$ cat config.mk
export PLATFORM = sky130hd
export DESIGN_NAME = hazard_unit
export DESIGN_NICKNAME = d
export VERILOG_FILES = /design/src/rtl/hazard_unit.sv
export SDC_FILE = /design/constraint.sdc
export NUM_CORES = 1
export LEC_CHECK = 0
export BUFFER_PORTS_ARGS = -buffer_cell sky130_fd_sc_hd__buf_2
export CAP_MARGIN = 10
export CELL_PAD_IN_SITES_DETAIL_PLACEMENT = 0
export CELL_PAD_IN_SITES_GLOBAL_PLACEMENT = 1
export CORE_MARGIN = 2
export CORE_UTILIZATION = 26
export DETAILED_ROUTE_END_ITERATION = 10
export PLACE_DENSITY_LB_ADDON = 0.1
export SLEW_MARGIN = 20
export SYNTH_ARGS = -nofsm -noshare
export SYNTH_HDL_FRONTEND = slang
export SYNTH_SLANG_ARGS = --single-unit
$ cat constraint.sdc
create_clock -name clk -period 1.5 [get_ports clk]
set_clock_uncertainty 0.15 [all_clocks]
set_input_delay 0 -clock clk [delete_from_list [all_inputs] [get_ports clk]]
set_output_delay 0 -clock clk [all_outputs]
set_load 0.01 [all_outputs]
$ cat src/rtl/hazard_unit.sv
// Stall/flush controller for the 5-stage MIPS pipeline: load-use, ID-resolved
// branch operand hazards and HI/LO accesses behind the multi-cycle mult/div unit.
module hazard_unit #(
   parameter int unsigned MUL_CYCLES = 4,
   parameter int unsigned DIV_CYCLES = 32
) (
   input  logic       clk,
   input  logic       rst,
   input  logic [4:0] RS_ID,
   input  logic [4:0] RT_ID,
   input  logic       UsesRT_ID,
   input  logic       Branch_ID,
   input  logic       BranchTaken_ID,
   input  logic       HiLoAcc_ID,
   input  logic       MemRead_EX,
   input  logic       RegWrite_EX,
   input  logic [4:0] wrReg_EX,
   input  logic       MemRead_MEM,
   input  logic [4:0] wrReg_MEM,
   input  logic       MulDiv_start_EX,
   input  logic       MulDiv_isDiv_EX,
   output logic       Stall_PC,
   output logic       Stall_IF_ID,
   output logic       Flush_ID_EX,
   output logic       Flush_IF_ID,
   output logic       MulDiv_busy,
   output logic       MulDiv_done
);

   localparam int unsigned CNT_W = (DIV_CYCLES > 1) ? $clog2(DIV_CYCLES) : 1;

   typedef enum logic {
      S_IDLE = 1'b0,
      S_BUSY = 1'b1
   } state_t;

   state_t             r_state;
   state_t             w_state_nxt;
   logic [CNT_W-1:0]   r_cnt;
   logic [CNT_W-1:0]   w_cnt_nxt;

   logic w_match_ex;
   logic w_match_mem;
   logic w_busy;
   logic w_load_use;
   logic w_br_ex;
   logic w_br_mem;
   logic w_hilo;
   logic w_stall;

   // Register 0 is hardwired, so it never creates a dependency.
   assign w_match_ex  = (wrReg_EX != 5'd0) &&
                        ((wrReg_EX == RS_ID) || (UsesRT_ID && (wrReg_EX == RT_ID)));
   assign w_match_mem = (wrReg_MEM != 5'd0) &&
                        ((wrReg_MEM == RS_ID) || (UsesRT_ID && (wrReg_MEM == RT_ID)));

   assign w_busy     = (r_state == S_BUSY);
   assign w_load_use = MemRead_EX & w_match_ex;
   assign w_br_ex    = Branch_ID & RegWrite_EX & w_match_ex;
   assign w_br_mem   = Branch_ID & MemRead_MEM & w_match_mem;
   assign w_hilo     = HiLoAcc_ID & (w_busy | MulDiv_start_EX);
   assign w_stall    = w_load_use | w_br_ex | w_br_mem | w_hilo;

   // A stalled branch never redirects; everything is forced low during reset.
   always_comb begin
      Stall_PC    = 1'b0;
      Stall_IF_ID = 1'b0;
      Flush_ID_EX = 1'b0;
      Flush_IF_ID = 1'b0;
      MulDiv_busy = 1'b0;
      MulDiv_done = 1'b0;
      if (!rst) begin
         Stall_PC    = w_stall;
         Stall_IF_ID = w_stall;
         Flush_ID_EX = w_stall;
         Flush_IF_ID = BranchTaken_ID & ~w_stall;
         MulDiv_busy = w_busy;
         MulDiv_done = w_busy && (r_cnt == '0);
      end
   end

   always_ff @(posedge clk or posedge rst) begin
      if (rst) begin
         r_state <= S_IDLE;
         r_cnt   <= '0;
      end else begin
         r_state <= w_state_nxt;
         r_cnt   <= w_cnt_nxt;
      end
   end

   // A start while busy is ignored: no restart, counter untouched.
   always_comb begin
      w_state_nxt = r_state;
      w_cnt_nxt   = r_cnt;
      case (r_state)
         S_IDLE: begin
            if (MulDiv_start_EX) begin
               w_state_nxt = S_BUSY;
               w_cnt_nxt   = MulDiv_isDiv_EX ? CNT_W'(DIV_CYCLES - 1)
                                             : CNT_W'(MUL_CYCLES - 1);
            end
         end
         S_BUSY: begin
            if (r_cnt == '0) begin
               w_state_nxt = S_IDLE;
            end else begin
               w_cnt_nxt = r_cnt - CNT_W'(1);
            end
         end
         default: w_state_nxt = S_IDLE;
      endcase
   end

endmodule

* After elaboration in Yosys (flattened, before gate mapping) *
Cells that the tools add are included.

word-level totals
  output and inout bits = 6
  register bits after elaboration = 6
  input port bits = 31
  word-level logic and storage cells = 44

operators by class
  add/sub/neg operators = 1
  reduce and logical (&&, ||, !) cells = 11
  eq/ne operators = 6
  bitwise operators = 13
  multiplexer cells = 11

operator list
  cell                                              number
  == test 5 bit                                     4
  two-way mux 5 bit                                 3
  case mux 5 bit (2 select lines)                   1
  nonzero test 5 bit                                2
  bitwise AND 1 bit                                 7
  two-way mux 1 bit                                 6
  logical AND 1 bit                                 5
  zero test 5 bit                                   1
  subtractor 5 x 1 -> 5 bit, second input constant  1
  inequality test 2 bit, second input constant      2
  OR 1 bit                                          4
  logical OR 1 bit                                  2
  inverter 1 bit                                    2
  case mux 1 bit (2 select lines)                   1
  AND reduction 2 bit                               1

* Logic depth before layout (Yosys ltp) *
Gate-level depths: netlist of the first run.

  depth in word-level cells = 11
  mapped depth = 8
  gate-level depth less buffers = 8

* Worst setup path after synthesis of the first run *
OpenSTA, ideal clock, no wires.

  kind = register to register
  from = register r_cnt[0]
  to = register r_cnt[2]
  stages on the path, launching flop included = 9
  required time = 1.229 ns
  path buffers = 0
  data arrival time = 1.347 ns
  period minus slack after synthesis = 1.618 ns
  setup time = 0.121 ns
  slack = -0.118 ns
  cell sequence = dfrtp_1 inv_1 ha_1 nor4b_2 nand2_1 o21ai_2 inv_2 o21a_1 o22a_1

between the ends
  word-level cells in the longest chain between the ends = 3
  elaborated cells on any way between the ends = 6
  those cells by class = add/sub: 1; eq/ne: 1; mux: 2; reduce/logical: 2

RTL lines
  item                                                                           RTL line  source
  start: declaration                                                             39        logic [CNT_W-1:0] r_cnt;
  start signal: assignment                                                       88        r_cnt <= w_cnt_nxt;
  subtractor 5 x 1 -> 5 bit / zero test 5 bit (equally long branches)            108, 105
  two-way mux 5 bit / inequality test 2 bit (equally long branches)              --
  case mux 5 bit (2 select lines) / AND reduction 2 bit (equally long branches)  --

Parallel ways exist; a longest one is shown, timed or not. The select of a mux whose other input is x is not followed.
A chain may end at the register's enable or synchronous reset.

* Worst setup path after layout of the first run *
Ends and elaborated chain as after synthesis.

==> results of run 1 <==
flip-flops by register name, indices dropped and copies added, names as in the netlist:
signal,flops
r_cnt,5
r_state,1
worst paths after layout:
kind | from | end | slack [ns] | cells past startpoint
setup / recovery | r_cnt[0] | r_cnt[2] | -0.11 | 8
hold / removal | MulDiv_isDiv_EX | r_cnt[2] | 0.08 | 4
hold reg to reg | r_cnt[0] | r_cnt[0] | 0.50 | 3
min in group asynchronous | rst | r_cnt[2] | 0.16 | 3
max in group asynchronous | rst | r_state | 0.80 | 3
setup reg to reg | r_cnt[0] | r_cnt[2] | -0.11 | 8
area by class of cell:
class	count	area [um^2]	share of cell area (%)
Multi-Input combinational cell	64	507	47.1
Inverter	5	18.8	1.74
Sequential cell	6	151	14.1
Clock buffer	3	22.5	2.09
Timing Repair Buffer	54	339	31.5
Tap cell	30	37.5	3.49
per-stage QoR:
step           instances  utilization, %  setup WS [ns]  hold WS [ns]
4_1_cts              158            42.7        -0.0929        0.0704
6_report             162            44.7         -0.107        0.0770
3_5_place_dp         149            37.9         -0.144        -0.172
5_1_grt              162            44.7         -0.208        0.0907
3_3_place_gp         149            37.9         -0.102        -0.178
2_1_floorplan         78               -        -0.0859        -0.349
worst reg2reg max path: stages (launching register included):
cell	delay, ns
dfrtp_1	0.38
inv_2	0.08
ha_4	0.13
nor4b_4	0.19
nand2_1	0.12
o21ai_4	0.10
inv_2	0.08
o21a_1	0.11
o22a_1	0.15
power by group through the flow:
| stage | logic [mW] | clock network, mW | registers (mW) |
|---|---|---|---|
| detailed placement | 0.589 | 0 | 0.321 |
| floorplan | 0.331 | 0 | 0.310 |
| CTS | 0.717 | 0.151 | 0.327 |
| global placement | 0.579 | 0 | 0.319 |
| global route | 0.835 | 0.166 | 0.326 |
| finish | 0.759 | 0.147 | 0.318 |
cells by family (layout without fill, tap and decap cells):
kind of cell	Yosys count	after routing	share of synthesized area, %
flops	6	6	23.3
compound gates	19	19	20.2
xor+xnor	20	20	27.2
simple gates	23	23	19.3
buf+inv	8	62	6.03
fa+ha+maj	2	2	3.89
metal layers:
layer,wire [um],part of all wire (%),vias up
met5,0,0,-
met4,0,0,0
met3,92,4.7,0
met2,953,49,16
met1,912,47,358
li1,-,-,385
cell usage after synthesis:
cell and number:
a21oi_1 4, a22oi_1 1, a31oi_1 3, a41oi_1 1
and3_1 3, and3_2 1, buf_2 1, buf_4 2
dfrtp_1 6, ha_1 2, inv_1 4, inv_2 1
nand2_1 4, nand3_1 2, nand4_1 1, nor2_1 6
nor3_1 3, nor4_1 1, nor4b_2 1, o2111ai_1 1
o21a_1 2, o21ai_0 2, o21ai_2 1, o22a_1 3
o22ai_1 1, or4_1 1, xnor2_1 14, xor2_1 6
repair_timing:
item | CTS | global route
pin swaps | 2 | 5
buffers inserted | 4 | 4
resized for setup | 9 | 4
setup endpoints to repair | 10 | 10
hold buffers | 2 | 0
endpoints found under the hold margin | 7 | 0
==> reports/qor.csv, run 1 <==
stage;metric;value;unit
power_and_ir_drop;pwr-share-clk;12.0;%
critical_path;critPathMaxStageDelay;0.38;ns
outcome;violations;setup timing;
clock_network;cts_num_sinks;6;
critical_path;cp.required;1.48;ns
clock_network;clock_latency;0.24;ns
place;hpwlAfterDp;1.61;mm
synthesis;syn_inst;78;
clock_network;ctsRootBufferMaster;clkbuf_4;
global_route;gr-total-overflow;0;
finish;final_common_cell;buf_2;
power_and_ir_drop;peakVddDrop;860;uV
global_route;use_met2;25.8;%
sta;tns;-0.372;ns
sta;worst_slew_pin_slew;0.295;ns
critical_path;crit_top_cell;inv_2;
sta;slew_headroom;80.3;%
global_route;top_usage_layer;met2;
critical_path;path_max_fanout;4;
drt;route.vias.total;759;
drt;dr.pass1.iters;2;
sta;fin_ws;-0.107;ns
critical_path;crit_type;reg -> reg;
global_route;gr-usage-met3;3.61;%
place;io_buffers;36;
global_route;grt.total_usage;15.7;%
sta;finalCriticalPeriod;1.61;ns
synthesis;netlist_area;643;um^2
power_and_ir_drop;p_comb_share;62.0;%
sta;setup_viol;5;
outcome;status;finished with violations;
power_and_ir_drop;total_power;1.22;mW
floorplan;die_w;53.7;um
synthesis;synth_nets;111;
drt;vias_per_cell;4.69;
synthesis;ys.warnings.count;0;
finish;fin_nets;167;
clock_network;clk_pin_slew;0.05;ns
power_and_ir_drop;power.density;1140;nW/um^2
place;gp_congestion;0.796;
clock_network;clk_path_buf_depth;2;
floorplan;initial_utilization;26.7;%
power_and_ir_drop;p_int;0.775;mW
critical_path;cp-end-kind;register;
sta;finalHoldViolations;0;
power_and_ir_drop;leakagePower;0.497;nW
synthesis;synthDistinctLibCells;28;
synthesis;ys_seq_area_share;23.3;%
global_route;grt_pass1_vias;749;
critical_path;cp-start-kind;register;
worst_hold_path;hp-class;in -> reg;
drt;routed_wirelength;1.96;mm
synthesis;yosys-top-cells-area;dfrtp_1 23%, xnor2_1 19%, xor2_1 8.2%, o22a_1 4.1%, ha_1 3.9%;
critical_path;critPathArrivalTime;1.58;ns
floorplan;core;2410;um^2
critical_path;crit_family;flip-flops;
drt;drc_errors;0;
sta;fin_crit_sh;107;%
finish;synthToLayoutAreaGrowth;67.3;%
floorplan;num_rows;18;
clock_network;htree_levels;1;
drt;ant_nets;0;
finish;diodes;0;
finish;finalInstanceArea;1080;um^2
critical_path;cp_num_buf_inv;2;
job;drv_cap;0;
synthesis;synth.avg_cell_area;8.25;um^2
floorplan;die_h;53.7;um
sta;grt_setup_unrepaired;true;
global_route;grt_use_met1;20.4;%
global_route;grt_max_degree;11;
global_route;antenna_found_initial;0;
drt;drt_iter0_markers;6;
power_and_ir_drop;p_sw_share;36.7;%
synthesis;synth_top_area_share;23.3;%
floorplan;dieArea;2890;um^2
synthesis;ys_ff_latch;6;
critical_path;worst_path_max_delay_cell;dfrtp_1;
sta;fmax;622;MHz
clock_network;cts_tree;yes;
sta;maxSlewViolCount;0;
power_and_ir_drop;pwr-share-seq;26.0;%
critical_path;worstPathCellList;inv_2 > ha_4 > nor4b_4 > nand2_1 > o21ai_4 > inv_2 > o21a_1 > o22a_1;
clock_network;numCtsBuffers;3;
global_route;grt_pass1_wl;3.28;mm
finish;drive_above_1_share;50.8;%
finish;fillers;256;
power_and_ir_drop;switchingPower;0.450;mW
drt;detail_route.wl_per_cell;12.1;um
synthesis;yosysTopAreaCell;dfrtp_1;
place;placed_area;912;um^2
floorplan;ioPinCount;37;
finish;final_cell_mix;35 x buf_2, 15 x buf_4, 14 x xnor2_1, 6 x nor2_1, 6 x xor2_1;
No activity file was read; power rests on OpenSTA's default activity.
==> run 2: changes to the inputs <==
- BUFFER_PORTS_ARGS: -buffer_cell sky130_fd_sc_hd__buf_2 -> not set
- CORE_UTILIZATION: 26 -> 37
- DONT_BUFFER_PORTS: not set -> 1
==> reports/qor.csv, run 2 (same netlist as run 1, synthesis figures left out) <==
stage;metric;value;unit;change
outcome;status;finished with violations;;
outcome;violations;setup timing;;
finish;diodes;0;;unchanged
drt;vias_per_cell;5.60;;+20%
critical_path;cp-end-kind;register;;
place;io_buffers;0;;-100%
clock_network;htree_levels;1;;unchanged
global_route;grt_max_degree;11;;unchanged
critical_path;path_max_fanout;4;;unchanged
clock_network;clock_latency;0.24;ns;about the same
worst_hold_path;hp-class;in -> out;;
drt;ant_nets;0;;unchanged
clock_network;cts_tree;yes;;
finish;top_register;r_cnt;;
critical_path;rr_startpoint;r_cnt[1];;
power_and_ir_drop;switchingPower;0.386;mW;-14%
power_and_ir_drop;peakVddDrop;720;uV;-16%
critical_path;cp_num_buf_inv;2;;unchanged
critical_path;crit_family;flip-flops;;
floorplan;die_w;45.7;um;-15%
drt;detail_route.wl_per_cell;14.8;um;+23%
sta;maxSlewViolCount;0;;unchanged
sta;fin_ws;-0.0519;ns;+0.0553 ns
sta;grt_setup_unrepaired;true;;
sta;finalCriticalPeriod;1.55;ns;-0.0553 ns
critical_path;worst_path_max_delay_cell;dfrtp_1;;
drt;dr.pass1.iters;2;;unchanged
global_route;gr-total-overflow;0;;unchanged
global_route;grt_pass1_wl;2.55;mm;-22%
floorplan;num_rows;15;;-3
job;drv_cap;0;;unchanged
global_route;grt.total_usage;17.6;%;+2.0 points
global_route;antenna_found_initial;0;;unchanged
place;dp.cells;102;;-32%
sta;finalHoldViolations;0;;unchanged
drt;drc_errors;0;;unchanged
finish;drive_above_1_share;25.0;%;-26 points
power_and_ir_drop;pwr-share-seq;29.2;%;+3.2 points
floorplan;initial_utilization;38.5;%;+12 points
clock_network;numCtsBuffers;3;;unchanged
floorplan;core;1670;um^2;-31%
critical_path;r2r_cells;8;;unchanged
drt;drt_iter0_markers;5;;-1
sta;worst_slew_pin_slew;0.270;ns;-0.0248 ns
finish;fin_cells;113;;-30%
critical_path;crit_type;reg -> reg;;
power_and_ir_drop;p_comb_share;57.3;%;-4.7 points
critical_path;cp.required;1.48;ns;about the same
finish;final_common_cell;xnor2_1;;
power_and_ir_drop;p_sw_share;35.3;%;-1.5 points
clock_network;clk_path_buf_depth;2;;unchanged
sta;slew_headroom;81.9;%;+1.6 points
place;gp_congestion;0.780;;-2.0%
power_and_ir_drop;power.density;1300;nW/um^2;+14%
finish;reg_top3;r_cnt x5, r_state x1;;
floorplan;dieArea;2090;um^2;-28%
finish;largest_reg_flops;5;;unchanged
finish;fin_nets;131;;-22%
critical_path;crit_top_cell;inv_2;;
sta;fin_crit_sh;103;%;-3.7 points
place;post-place-ws;-0.107;ns;+0.0368 ns
drt;routed_wirelength;1.68;mm;-14%
power_and_ir_drop;p_int;0.708;mW;-8.6%
clock_network;ctsRootBufferMaster;clkbuf_4;;
critical_path;critPathMaxStageDelay;0.38;ns;about the same
critical_path;critPathArrivalTime;1.53;ns;-0.05 ns
clock_network;cts_num_sinks;6;;unchanged
place;hpwlAfterDp;1.43;mm;-11%
critical_path;rrSetupSlack;-0.05;ns;+0.06 ns
power_and_ir_drop;leakagePower;0.344;nW;-31%
power_and_ir_drop;pwr-share-clk;13.6;%;+1.6 points
sta;fmax;644;MHz;+3.6%
worst_hold_path;worstHoldStart;rst;;
floorplan;die_h;45.7;um;-15%
finish;final_cell_mix;14 x xnor2_1, 13 x buf_4, 6 x nor2_1, 6 x xor2_1;;
drt;route.vias.total;633;;-17%
finish;synthToLayoutAreaGrowth;30.7;%;
critical_path;reg2reg_to;r_cnt[2];;
critical_path;worstPathCellList;inv_2 > ha_4 > nor4b_4 > nand2_1 > o21ai_2 > inv_2 > o21a_1 > o22a_1;;
floorplan;ioPinCount;37;;unchanged
worst_hold_path;hold_depth;2;;-2
global_route;grt_pass1_vias;637;;-15%
clock_network;clk_pin_slew;0.04;ns;about the same
worst_hold_path;hold_path_end;Flush_ID_EX;;
critical_path;cp-start-kind;register;;
sta;setup_viol;3;;-2
-- run 2: cell count changes in the layout (fill, tap and decap cells not counted), sizes merged --
cell | before | now
dlygate4sd3 | 2 | 5
buf | 52 | 13
-- run 2: area by class of cell --
type,count,area (um^2)
Sequential cell,6,151
Tap cell,17,21.3
Timing Repair Buffer,18,148
Clock buffer,3,22.5
Fill cell,170,830
Multi-Input combinational cell,64,479
Inverter,5,18.8
-- run 2: power groups by stage --
stage | combinational (mW) | sequential, mW | clock (mW)
3_5_place_dp | 0.533 | 0.317 | 0
4_1_cts | 0.613 | 0.317 | 0.157
3_3_place_gp | 0.530 | 0.318 | 0
2_1_floorplan | 0.331 | 0.310 | 0
6_report | 0.626 | 0.319 | 0.149
5_1_grt | 0.692 | 0.326 | 0.164
-- run 2: repair_timing --
item | 4_1_cts | 5_1_grt
endpoints found under the setup margin | 7 | 10
resized for setup | 3 | 3
hold buffers | 5 | 0
setup buffers | 2 | 1
endpoints found under the hold margin | 12 | 0
-- run 2: per-layer routing --
| metal | up-vias | track usage (%) | wire length, um | share of wire (%) |
|---|---|---|---|---|
| met2 | 19 | 34.1 | 943 | 56 |
| met5 | - | 0 | 0 | 0 |
| met4 | 0 | 13.7 | 47 | 2.8 |
| li1 | 313 | - | - | - |
| met3 | 6 | 1.98 | 127 | 7.6 |
| met1 | 295 | 16.2 | 559 | 33 |
-- run 2: how the worst max path moves through the flow --
stage,endpoint,start,depth (start not counted),slack (ns)
global placement,r_cnt[3],r_cnt[1],8,-0.09
detailed placement,r_cnt[3],r_cnt[1],8,-0.11
global route,r_cnt[3],r_cnt[1],8,-0.15
floorplan,r_cnt[2],r_cnt[0],8,-0.09
finish,r_cnt[2],r_cnt[1],8,-0.05
CTS,r_cnt[3],r_cnt[1],8,-0.06
-- run 2: per-stage QoR --
stage	total power [mW]	util [%]	cell area [um^2]	hold WS [ns]	TNS (ns)
after global placement	0.848	43.7	731	-0.310	-0.220
after detailed placement	0.851	43.7	731	-0.314	-0.285
after global routing	1.18	50.3	841	0.0373	-0.623
after CTS	1.09	49.6	828	0.0247	-0.192
final	1.09	50.3	841	0.0290	-0.109
after floorplan	0.641	-	654	-0.349	-0.172
==> run 3: changes to the inputs <==
==> constraint.sdc (replaced) <==
create_clock -name clk -period 1.5 [get_ports clk]
set_clock_uncertainty 0.15 [all_clocks]
set_input_delay 0.075 -clock clk [delete_from_list [all_inputs] [get_ports clk]]
set_output_delay 0.075 -clock clk [all_outputs]
set_load 0.01 [all_outputs]
==> reports/qor.csv, run 3 (same netlist as run 1, synthesis figures left out) <==
stage;metric;value;unit;change
finish;fillers;170;;unchanged
place;post-place-ws;-0.107;ns;unchanged
critical_path;critPathArrivalTime;1.36;ns;-0.17 ns
sta;maxSlewViolCount;0;;unchanged
power_and_ir_drop;power.density;1370;nW/um^2;+5.3%
clock_network;numCtsBuffers;3;;unchanged
finish;reg_top3;r_cnt x5, r_state x1;;
place;hpwlAfterDp;1.43;mm;unchanged
finish;synthToLayoutAreaGrowth;32.7;%;
global_route;grt_pass1_vias;654;;+2.7%
floorplan;dieArea;2090;um^2;unchanged
drt;detail_route.wl_per_cell;15.4;um;+3.7%
place;gp_congestion;0.780;;unchanged
critical_path;cp-start-kind;register;;
critical_path;cp-end-kind;primary output;;
global_route;antenna_found_initial;0;;unchanged
place;dp.cells;102;;unchanged
finish;fin_nets;130;;-0.76%
worst_hold_path;hp-class;in -> async;;
floorplan;die_w;45.7;um;unchanged
floorplan;initial_utilization;38.5;%;unchanged
clock_network;cts_num_sinks;6;;unchanged
finish;fin_cells;112;;-0.88%
drt;route.vias.total;632;;-0.16%
floorplan;num_rows;15;;unchanged
critical_path;path_max_fanout;2;;-2
drt;drt_iter0_markers;4;;-1
place;io_buffers;0;;unchanged
sta;worst_slew_pin_slew;0.342;ns;+0.0724 ns
sta;slew_headroom;77.0;%;-4.9 points
drt;dr.pass1.iters;4;;+2
finish;final_cell_mix;15 x buf_4, 14 x xnor2_1, 6 x nor2_1, 6 x xor2_1, 5 x dfrtp_1;;
finish;final_common_cell;buf_4;;
finish;multi_input_area;507;um^2;+5.7%
clock_network;ctsRootBufferMaster;clkbuf_4;;
job;drv_cap;0;;unchanged
drt;vias_per_cell;5.64;;+0.73%
outcome;status;finished with violations;;
finish;drive_above_1_share;30.5;%;+5.5 points
floorplan;ioPinCount;37;;unchanged
outcome;violations;setup timing;;
global_route;grt_max_degree;10;;-1
drt;ant_nets;0;;unchanged
global_route;gr-total-overflow;0;;unchanged
drt;routed_wirelength;1.72;mm;+2.7%
sta;fin_ws;-0.0874;ns;-0.0356 ns
sta;fin_crit_sh;106;%;+2.4 points
sta;whs;0.0219;ns;-0.00708 ns
clock_network;clk_path_buf_depth;2;;unchanged
power_and_ir_drop;leakagePower;0.340;nW;-1.0%
sta;finalCriticalPeriod;1.59;ns;+0.0356 ns
critical_path;cp.required;1.27;ns;-0.21 ns
sta;finalHoldViolations;0;;unchanged
critical_path;rr_startpoint;r_cnt[1];;
sta;setup_viol;3;;unchanged
clock_network;clock_latency;0.25;ns;about the same
power_and_ir_drop;peakVddDrop;765;uV;+6.3%
power_and_ir_drop;total_power;1.17;mW;+6.9%
critical_path;crit_type;reg -> out;;
global_route;grt_pass1_wl;2.56;mm;+0.51%
finish;diodes;0;;unchanged
floorplan;core;1670;um^2;unchanged
finish;top_register;r_cnt;;
sta;fmax;630;MHz;-2.2%
finish;largest_reg_flops;5;;unchanged
clock_network;htree_levels;1;;unchanged
drt;drc_errors;0;;unchanged
global_route;grt.total_usage;17.6;%;unchanged
sta;grt_setup_unrepaired;true;;
clock_network;clk_pin_slew;0.04;ns;about the same
critical_path;rrSetupSlack;-0.07;ns;-0.02 ns
clock_network;cts_tree;yes;;
critical_path;reg2reg_to;r_cnt[2];;
finish;register_area;151;um^2;unchanged
floorplan;die_h;45.7;um;unchanged
critical_path;r2r_cells;8;;unchanged
[run 3: cell types whose count changed in the layout (fill, tap and decap cells not counted), sizes merged]
cell	change
dlygate4sd3	-3
buf	+2
[run 3: final cells by class]
class	count	area share, %
tap	17	2.49
inverter	5	2.20
multi-input combinational	64	59.4
sequential	6	17.7
clock buffer	3	2.64
timing repair buffer	17	15.5
[run 3: worst max-delay path, cell delays in order (launching register included)]
cell and delay, ns:
dfrtp_1 0.38, inv_2 0.08, ha_4 0.12, nor4b_4 0.19, buf_4 0.15, and3_4 0.19
[run 3: timing repair]
action,4_1_cts,5_1_grt
pin swaps,0,1
endpoints found under the hold margin,7,0
endpoints found under the setup margin,10,7
buffers inserted,4,1
resized for setup,9,2
hold buffers,2,0
[run 3: metal layers]
metal | part of all wire, % | up-vias | track usage [%]
met5 | 0 | - | 0
met4 | 2.8 | 0 | 13.7
met3 | 6.8 | 6 | 1.98
met2 | 57 | 22 | 35.2
met1 | 33 | 294 | 15.3
li1 | - | 310 | -
[run 3: power by group]
| group | switching (mW) | leakage [nW] | internal, mW |
|---|---|---|---|
| registers | 0.0673 | 0.0651 | 0.241 |
| clock network | 0.0594 | 0.0138 | 0.0906 |
| logic | 0.296 | 0.261 | 0.415 |
[run 3: worst max-delay path by stage]
| stage | startpoint | endpoint | slack [ns] | cells past startpoint |
|---|---|---|---|---|
| final | r_cnt[1] | MulDiv_done | -0.09 | 5 |
| after global routing | r_cnt[1] | r_cnt[3] | -0.15 | 8 |
| after CTS | r_cnt[1] | MulDiv_done | -0.1 | 5 |
| after detailed placement | r_cnt[1] | r_cnt[3] | -0.11 | 8 |
| after global placement | r_cnt[1] | r_cnt[3] | -0.09 | 8 |
| after floorplan | r_cnt[0] | r_cnt[2] | -0.09 | 8 |
[run 3: per-stage QoR]
| step | util (%) | area [um^2] | TNS [ns] |
|---|---|---|---|
| floorplan | - | 654 | -0.172 |
| global placement | 43.7 | 731 | -0.220 |
| detailed placement | 43.7 | 731 | -0.285 |
| CTS | 50.2 | 838 | -0.208 |
| global route | 51.1 | 853 | -0.622 |
| finish | 51.1 | 853 | -0.224 |
